### src/rtl/bcd_addsub_seq.sv
// Digit-serial N-digit BCD adder/subtractor, LSD first, with a start/busy/done handshake.
// Optional input digit validation is enabled by defining BCD_ADDSUB_DIGIT_CHECK_EN.
module bcd_addsub_seq #(
    parameter int DIGITS = 4
) (
    input  logic                  clk,
    input  logic                  rst,
    input  logic                  start,
    input  logic                  mode,
    input  logic [4*DIGITS-1:0]   a,
    input  logic [4*DIGITS-1:0]   b,
    output logic                  busy,
    output logic                  done,
    output logic [4*DIGITS-1:0]   result,
    output logic                  cout,
    output logic                  neg,
    output logic                  err
);

    localparam int W  = 4 * DIGITS;
    localparam int IW = (DIGITS > 1) ? $clog2(DIGITS) : 1;

    localparam logic [1:0] S_IDLE = 2'd0;
    localparam logic [1:0] S_CALC = 2'd1;
    localparam logic [1:0] S_FIX  = 2'd2;
    localparam logic [1:0] S_DONE = 2'd3;

    logic [1:0]    r_state;
    logic [W-1:0]  r_a;
    logic [W-1:0]  r_b;
    logic [W-1:0]  r_w;
    logic [IW-1:0] r_idx;
    logic          r_carry;
    logic          r_mode;
    logic [W-1:0]  r_result;
    logic          r_cout;
    logic          r_neg;
    logic          r_err;

    logic [3:0]    w_x;
    logic [3:0]    w_y;
    logic [4:0]    w_s;
    logic          w_gt9;
    logic [3:0]    w_dig;
    logic [W-1:0]  w_w_next;
    logic          w_last;
    logic          w_fin;
    logic          w_bad_start;

    function automatic logic [W-1:0] nines_comp(input logic [W-1:0] v);
        for (int i = 0; i < DIGITS; i++)
            nines_comp[4*i +: 4] = 4'd9 - v[4*i +: 4];
    endfunction

`ifdef BCD_ADDSUB_DIGIT_CHECK_EN
    function automatic logic has_bad_digit(input logic [W-1:0] v);
        has_bad_digit = 1'b0;
        for (int i = 0; i < DIGITS; i++)
            if (v[4*i +: 4] > 4'd9) has_bad_digit = 1'b1;
    endfunction

    assign w_bad_start = (r_state == S_IDLE) && start && (has_bad_digit(a) || has_bad_digit(b));
`else
    assign w_bad_start = 1'b0;
`endif

    // One shared digit adder: CALC adds a_i + b'_i, FIX adds (9 - w_i) + 0 to form the 10's complement.
    always_comb begin
        w_x      = (r_state == S_FIX) ? (4'd9 - r_w[4*r_idx +: 4]) : r_a[4*r_idx +: 4];
        w_y      = (r_state == S_FIX) ? 4'd0 : r_b[4*r_idx +: 4];
        w_s      = {1'b0, w_x} + {1'b0, w_y} + {4'd0, r_carry};
        w_gt9    = (w_s > 5'd9);
        w_dig    = w_gt9 ? (w_s[3:0] + 4'd6) : w_s[3:0];
        w_w_next = r_w;
        w_w_next[4*r_idx +: 4] = w_dig;
    end

    assign w_last = (r_idx == IW'(DIGITS - 1));
    assign w_fin  = w_last && (((r_state == S_CALC) && (!r_mode || w_gt9)) || (r_state == S_FIX));

    // NOTE: all state below is written with non-blocking assignments so every register samples pre-edge values.
    always_ff @(posedge clk or posedge rst) begin
        if (rst) begin
            r_state <= S_IDLE;
            r_a     <= '0;
            r_b     <= '0;
            r_w     <= '0;
            r_idx   <= '0;
            r_carry <= 1'b0;
            r_mode  <= 1'b0;
        end else begin
            case (r_state)
                S_IDLE: begin
                    if (start) begin
                        r_a     <= a;
                        r_b     <= mode ? nines_comp(b) : b;
                        r_mode  <= mode;
                        r_idx   <= '0;
                        r_carry <= mode;
                        r_state <= w_bad_start ? S_DONE : S_CALC;
                    end
                end
                S_CALC: begin
                    r_w     <= w_w_next;
                    r_carry <= w_gt9;
                    r_idx   <= r_idx + 1'b1;
                    if (w_last) begin
                        if (!r_mode || w_gt9) begin
                            r_state <= S_DONE;
                        end else begin
                            r_state <= S_FIX;
                            r_idx   <= '0;
                            r_carry <= 1'b1;
                        end
                    end
                end
                S_FIX: begin
                    r_w     <= w_w_next;
                    r_carry <= w_gt9;
                    r_idx   <= r_idx + 1'b1;
                    if (w_last) r_state <= S_DONE;
                end
                default: r_state <= S_IDLE;
            endcase
        end
    end

    // Visible outputs only change on the edge entering DONE, so partial digits never leak out.
    always_ff @(posedge clk or posedge rst) begin
        if (rst) begin
            r_result <= '0;
            r_cout   <= 1'b0;
            r_neg    <= 1'b0;
            r_err    <= 1'b0;
        end else if (w_bad_start) begin
            r_result <= '0;
            r_cout   <= 1'b0;
            r_neg    <= 1'b0;
            r_err    <= 1'b1;
        end else if (w_fin) begin
            r_result <= w_w_next;
            r_cout   <= !r_mode && w_gt9;
            r_neg    <= (r_state == S_FIX);
            r_err    <= 1'b0;
        end
    end

    assign busy   = (r_state != S_IDLE);
    assign done   = (r_state == S_DONE);
    assign result = r_result;
    assign cout   = r_cout;
    assign neg    = r_neg;
`ifdef BCD_ADDSUB_DIGIT_CHECK_EN
    assign err    = r_err;
`else
    assign err    = 1'b0;
`endif

endmodule
### config.mk
export PLATFORM = sky130hd
export DESIGN_NAME = bcd_addsub_seq
export DESIGN_NICKNAME = d
export VERILOG_FILES = /design/src/rtl/bcd_addsub_seq.sv
export SDC_FILE = /design/constraint.sdc
export NUM_CORES = 1
export LEC_CHECK = 0
export CAP_MARGIN = 10
export CELL_PAD_IN_SITES_DETAIL_PLACEMENT = 0
export CELL_PAD_IN_SITES_GLOBAL_PLACEMENT = 2
export CORE_AREA = 2 2 112 104
export DETAILED_ROUTE_END_ITERATION = 8
export DIE_AREA = 0 0 114 106
export GPL_TIMING_DRIVEN = 0
export PLACE_DENSITY_LB_ADDON = 0.1
export SLEW_MARGIN = 10
export SYNTH_ARGS = -nofsm -noshare
export SYNTH_HDL_FRONTEND = slang
export SYNTH_SLANG_ARGS = --single-unit
### constraint.sdc
create_clock -name clk -period 9.6 [get_ports clk]
set_clock_uncertainty 0.1 [all_clocks]
set_input_delay 1.92 -clock clk [delete_from_list [all_inputs] [get_ports clk]]
set_output_delay 1.92 -clock clk [all_outputs]
set_load 0.01 [all_outputs]
==> impl_metrics.env, run 1 <==
export IMPL_yosysMostFrequentCell="dfrtp_1"
export IMPL_postCtsSetupRepairBufs=0
export IMPL_clock_path_buffers=2
export IMPL_synth_cell_type_count=53
export IMPL_tns_ps=0
export IMPL_cp_slowest_cell="buf_1"
export IMPL_synth_cells=383
export IMPL_min_delay_path_class="reg -> reg"
export IMPL_clk_pin_slew_ps=60
export IMPL_synth_area_leaders="dfrtp_1, mux4_2, ha_1"
export IMPL_nets=508
export IMPL_netlist_area_um2=4060
export IMPL_grt_max_degree=63
export IMPL_slew_headroom=0.375
export IMPL_cts_sinks=72
export IMPL_ys_warn_count=0
export IMPL_hold_buffers=0
export IMPL_cts_tree="yes"
export IMPL_pre_cts_ws_ps=4630
export IMPL_die_h_um=106
export IMPL_start_util=0.368
export IMPL_leakagePower_nw=2.26
export IMPL_hpwlAfterDp_um=7360
export IMPL_rows=37
export IMPL_first_iter_violations=150
export IMPL_slew_violations=0
export IMPL_synth_edff_count=0
export IMPL_drc=0
export IMPL_synth_ff_type="dfrtp_1"
export IMPL_syn_area_per_cell_um2=10.6
export IMPL_wl_per_cell_um=16.7
export IMPL_start_kind="flip-flop"
export IMPL_utilization=0.470
export IMPL_cp_required_ps=9720
export IMPL_die_x_um=114
export IMPL_synthArstFlopShare=1.00
export IMPL_htree_levels=3
export IMPL_drive_above_1_share=0.143
export IMPL_areaGrowthSynthToFinish_pct=27.6
export IMPL_path_class="reg -> reg"
export IMPL_synth_top_cell_by_area="dfrtp_1"
export IMPL_synth_top_area_frac=0.444
export IMPL_finalWorstSetupSlack_ps=4660
export IMPL_yosysSeqAreaShare=0.444
export IMPL_antenna_found_initial=0
export IMPL_rsz0062_at_grt="false"
export IMPL_post_route_period_util=0.514
export IMPL_worst_pin_slew_ps=932
export IMPL_ys_seq_elements=72
export IMPL_max_cap_violations=0
export IMPL_globalplace_congestion=0.783
export IMPL_n_antenna_cell=0
export IMPL_io_buffers=55
export IMPL_core_um2=11000
export IMPL_grt_first_pass_wirelength_um=16700
export IMPL_report_final_setup_viol=0
export IMPL_cp_arrival_ps=5060
export IMPL_status="complete, no violations"
export IMPL_synthTopCellsByCount="dfrtp_1, nand2_1, inv_1, o21ai_0, ha_1"
export IMPL_crit_chain="buf_2, buf_1, mux4_2, nor2_1, a21oi_1, fa_1, inv_1, fa_1, nand2_1, a21oi_1, a2111oi_4, nor2_2, buf_6, mux2_4"
export IMPL_vias=3038
export IMPL_peakVddDrop_mv=0.197
export IMPL_fin_crit_ps=4940
export IMPL_cts_resized=0
export IMPL_clkLatencyLatePin_ps=340
export IMPL_final_fill_count=1059
export IMPL_critPathCaptureType="flip-flop"
export IMPL_cp_slowest_stage_delay_ps=650
export IMPL_ant_nets=0
export IMPL_grt_overflow_total=0
export IMPL_crit_fanout=10
export IMPL_first_global_vias=3158
export IMPL_dieArea_um2=12100
export IMPL_first_pass_iters=4
export IMPL_ios=57
export IMPL_timing_hold_violations_final=0
export IMPL_clock_tree_root_cell="clkbuf_16"
export IMPL_drt_total_wl_um=9890
export IMPL_p_per_area_nw_per_um2=381
export IMPL_gr_usage_all_layers=0.180
export IMPL_cts_made_buffers=9
export IMPL_viasPerCell=5.14
export IMPL_max_freq_mhz=203
export IMPL_syn_num_nets=441
==> report_power, final <==
| group | leakage, nW | switching (W) | internal (W) | total (W) |
|---|---|---|---|---|
| sequential | 0.933 | 0.0000575 | 0.000401 | 0.000458 |
| combinational | 1.15 | 0.000654 | 0.000446 | 0.00110 |
| clock | 0.182 | 0.000128 | 0.000286 | 0.000414 |
==> layout make-up <==
class / instances / area (um2) / share of cell area
inverters: 37 / 141 / 0.0273
clock buffers: 10 / 239 / 0.0462
well taps: 136 / 170 / 0.0329
multi-input cells: 256 / 2030 / 0.393
flip-flops and latches: 72 / 1800 / 0.348
repair buffers: 56 / 578 / 0.112
plain buffers: 18 / 82.6 / 0.0160
clock inverters: 6 / 130 / 0.0251
==> through the flow <==
stage / power [W] / hold WS [ps] / area (um2) / cells
2_1_floorplan: 0.00123 / 345 / 4060 / 383
3_3_place_gp: 0.00156 / 360 / 4780 / 574
6_report: 0.00197 / 378 / 5170 / 591
5_1_grt: 0.00212 / 400 / 5170 / 591
3_5_place_dp: 0.00157 / 370 / 4810 / 575
4_1_cts: 0.00199 / 384 / 5170 / 591
==> state kept, by name, indices dropped and copies added (netlist names) <==
register,count
r_w,16
neg,1
cout,1
r_mode,1
result,16
r_carry,1
r_a,16
r_state,2
r_b,16
r_idx,2
==> final timing paths <==
kind / startpoint / to / slack (ps) / cells past startpoint
setup / recovery: r_idx[0] / result[3] / 4660 / 14
hold / removal: r_b[4] / r_b[4] / 380 / 2
setup reg to reg: r_idx[0] / result[3] / 4660 / 14
hold reg to reg: r_b[4] / r_b[4] / 380 / 2
max in group asynchronous: rst / r_a[5] / 7120 / 3
min in group asynchronous: rst / result[11] / 1740 / 2
==> critical path: cells and delay by family, from the launching register on <==
family	cells	cell delay [ps]
and+or+nand+nor	3	780
DFF	1	410
AOI/OAI and AO/OA	3	560
buffers and inverters	4	1270
muxes	2	930
adders and majority gates	2	760
==> cell usage in the layout, fill, tap and decap left out, types with 10 or more instances in the layout <==
master and n:
dfrtp_1 72, clkdlybuf4s50_1 55, nand2_1 53, inv_1 36
o21ai_0 35, ha_1 20, mux2_2 19, o22ai_1 13
mux4_2 12, nor2_1 11, clkbuf_1 10
==> routing by layer <==
layer | global-route usage | share of wire
met5 | 0 | 0
met4 | 0.0497 | 0.010
met3 | 0.0365 | 0.035
met2 | 0.268 | 0.45
met1 | 0.266 | 0.50
==> kinds of logic (layout without fill, tap and decap cells) <==
group	Yosys count	count (layout)	synth area share
buffers and inverters	55	127	0.0546
xor gates and xnor gates	11	11	0.0256
DFF	72	72	0.444
adders and majority gates	22	22	0.0716
muxes	49	49	0.172
and+or+nand+nor	98	98	0.110
other	1	1	0.000925
AOI/OAI and AO/OA	75	75	0.121
(Power assumes the default switching activity.)
==> inputs of run 2 (changes only) <==
--- a/config.mk
+++ b/config.mk
@@ -8,9 +8,9 @@
 export CAP_MARGIN = 10
 export CELL_PAD_IN_SITES_DETAIL_PLACEMENT = 0
 export CELL_PAD_IN_SITES_GLOBAL_PLACEMENT = 2
-export CORE_AREA = 2 2 112 104
+export CORE_AREA = 2 2 117 108
 export DETAILED_ROUTE_END_ITERATION = 8
-export DIE_AREA = 0 0 114 106
+export DIE_AREA = 0 0 119 110
 export GPL_TIMING_DRIVEN = 0
 export PLACE_DENSITY_LB_ADDON = 0.1
 export SLEW_MARGIN = 10
==> constraint.sdc (replaced) <==
create_clock -name clk -period 5.1 [get_ports clk]
set_clock_uncertainty 0.1 [all_clocks]
set_input_delay 1.02 -clock clk [delete_from_list [all_inputs] [get_ports clk]]
set_output_delay 1.02 -clock clk [all_outputs]
set_load 0.01 [all_outputs]
==> run 2 against run 1 <==
Effect of this change: setup slack worse by 4000 ps; register-to-register slack worse by 4000 ps; final area down 1.1%; via count down 0.89%; global-route usage down 1.7 points; count of clock-buffer cells in the layout up 3; critical endpoint is now result[4]; largest power group unchanged.
==> impl_metrics.env, run 2 (synthesis results as in run 1) <==
export IMPL_tns_ps=0
export IMPL_globalplace_congestion=0.798
export IMPL_first_pass_iters=4
export IMPL_hold_buffers=0
export IMPL_worst_pin_slew_ps=892
export IMPL_hp_start="r_b[5]"
export IMPL_nets=507
export IMPL_critPathCaptureType="flip-flop"
export IMPL_ios=57
export IMPL_min_delay_path_class="reg -> reg"
export IMPL_crit_fanout=10
export IMPL_timing_hold_violations_final=0
export IMPL_start_kind="flip-flop"
export IMPL_core_um2=11800
export IMPL_fin_crit_ps=4460
export IMPL_cts_made_buffers=9
export IMPL_timing_rr_start="r_idx[1]"
export IMPL_wl_per_cell_um=16.5
export IMPL_first_iter_violations=120
export IMPL_report_final_setup_viol=0
export IMPL_ant_nets=0
export IMPL_die_h_um=110
export IMPL_antenna_found_initial=0
export IMPL_peakVddDrop_mv=0.375
export IMPL_first_global_vias=2982
export IMPL_cp_startpoint="r_idx[1]"
export IMPL_areaGrowthSynthToFinish_pct=26.2
export IMPL_final_fill_count=1155
export IMPL_layout_commonest_cell="dfrtp_1"
export IMPL_start_util=0.343
export IMPL_rows=38
export IMPL_path_class="reg -> reg"
export IMPL_gr_usage_all_layers=0.163
export IMPL_final_cell_mix="dfrtp_1, clkdlybuf4s50_1, nand2_1"
export IMPL_clock_path_buffers=2
export IMPL_max_cap_violations=0
export IMPL_drt_total_wl_um=10100
export IMPL_slew_headroom=0.401
export IMPL_io_buffers=55
export IMPL_hpwlAfterDp_um=7690
export IMPL_leakagePower_nw=2.22
export IMPL_cts_sinks=72
export IMPL_dieArea_um2=13100
export IMPL_cts_tree="yes"
export IMPL_drive_above_1_share=0.139
export IMPL_rsz0062_at_grt="false"
export IMPL_die_x_um=119
export IMPL_grt_overflow_total=0
export IMPL_max_freq_mhz=224
export IMPL_viasPerCell=4.90
export IMPL_cp_arrival_ps=4570
export IMPL_cp_slowest_cell="buf_1"
export IMPL_clkLatencyLatePin_ps=330
export IMPL_drc=0
export IMPL_cp_slowest_stage_delay_ps=600
export IMPL_grt_max_degree=53
export IMPL_htree_levels=3
export IMPL_crit_chain="buf_1, mux4_2, nor2_1, a21oi_1, fa_1, inv_1, fa_1, nand2_1, a21oi_1, a2111oi_4, nor2_2, buf_6, mux2_4"
export IMPL_utilization=0.432
export IMPL_status="complete, no violations"
export IMPL_p_per_area_nw_per_um2=689
export IMPL_grt_first_pass_wirelength_um=16100
export IMPL_clk_pin_slew_ps=60
export IMPL_post_route_period_util=0.874
export IMPL_cp_required_ps=5220
export IMPL_slew_violations=0
export IMPL_vias=3011
export IMPL_clock_tree_root_cell="clkbuf_16"
[run 2: layout make-up]
| class | instances | area [um2] | area share |
|---|---|---|---|
| buffer | 17 | 78.8 | 0.0154 |
| inverter | 37 | 141 | 0.0276 |
| clock buffer | 13 | 270 | 0.0528 |
| antenna | 1 | 2.50 | 0.000489 |
| clock inverter | 2 | 13.8 | 0.00269 |
| sequential | 72 | 1800 | 0.352 |
| tap | 160 | 200 | 0.0391 |
| timing repair buffer | 56 | 578 | 0.113 |
| multi-input combinational | 256 | 2030 | 0.397 |
[run 2: stage by stage]
stage                     instance area [um2]  hold slack (ps)  worst slack [ps]  cells  total power (W)
after CTS                                5120              384               111    614          0.00359
after floorplan                          4060              345               912    383          0.00232
after global placement                   4810              364               144    598          0.00294
final                                    5120              377               641    614          0.00353
after detailed placement                 4840              371               140    599          0.00297
after global routing                     5120              403               302    613          0.00383
[run 2: power by group]
| part | switching [W] | internal [W] |
|---|---|---|
| logic | 0.00123 | 0.000842 |
| clock network | 0.000231 | 0.000366 |
| registers | 0.000105 | 0.000755 |
| total | 0.00156 | 0.00196 |
[run 2: path summary, 6_finish.rpt]
check                             endpoint  slack [ps]  depth (start not counted)
worst max register to register   result[4]         640                         13
worst min-delay path                r_b[5]         380                          2
min in group asynchronous       result[13]         890                          2
worst max-delay path             result[4]         640                         13
worst min register to register      r_b[5]         380                          2
max in group asynchronous           r_a[1]        3450                          3
[run 2: repair_timing]
action                                  4_1_cts  5_1_grt
buffers inserted                              0        0
gates resized for setup                       0        0
endpoints found under the setup margin        0       12
[run 2: layer usage]
metal,share of wire,global-route usage,wire length [um]
met1,0.50,0.239,5070
met4,0.013,0.0485,132
met3,0.041,0.0340,419
met5,0,0,0
met2,0.44,0.244,4490
[run 2: critical path: cells and delay by family, from the launching register on]
kind,cells,cell delay (ps)
AOI/OAI and AO/OA,3,560
adders and majority gates,2,770
buffers and inverters,3,930
DFF,1,510
muxes,2,740
and+or+nand+nor,3,730
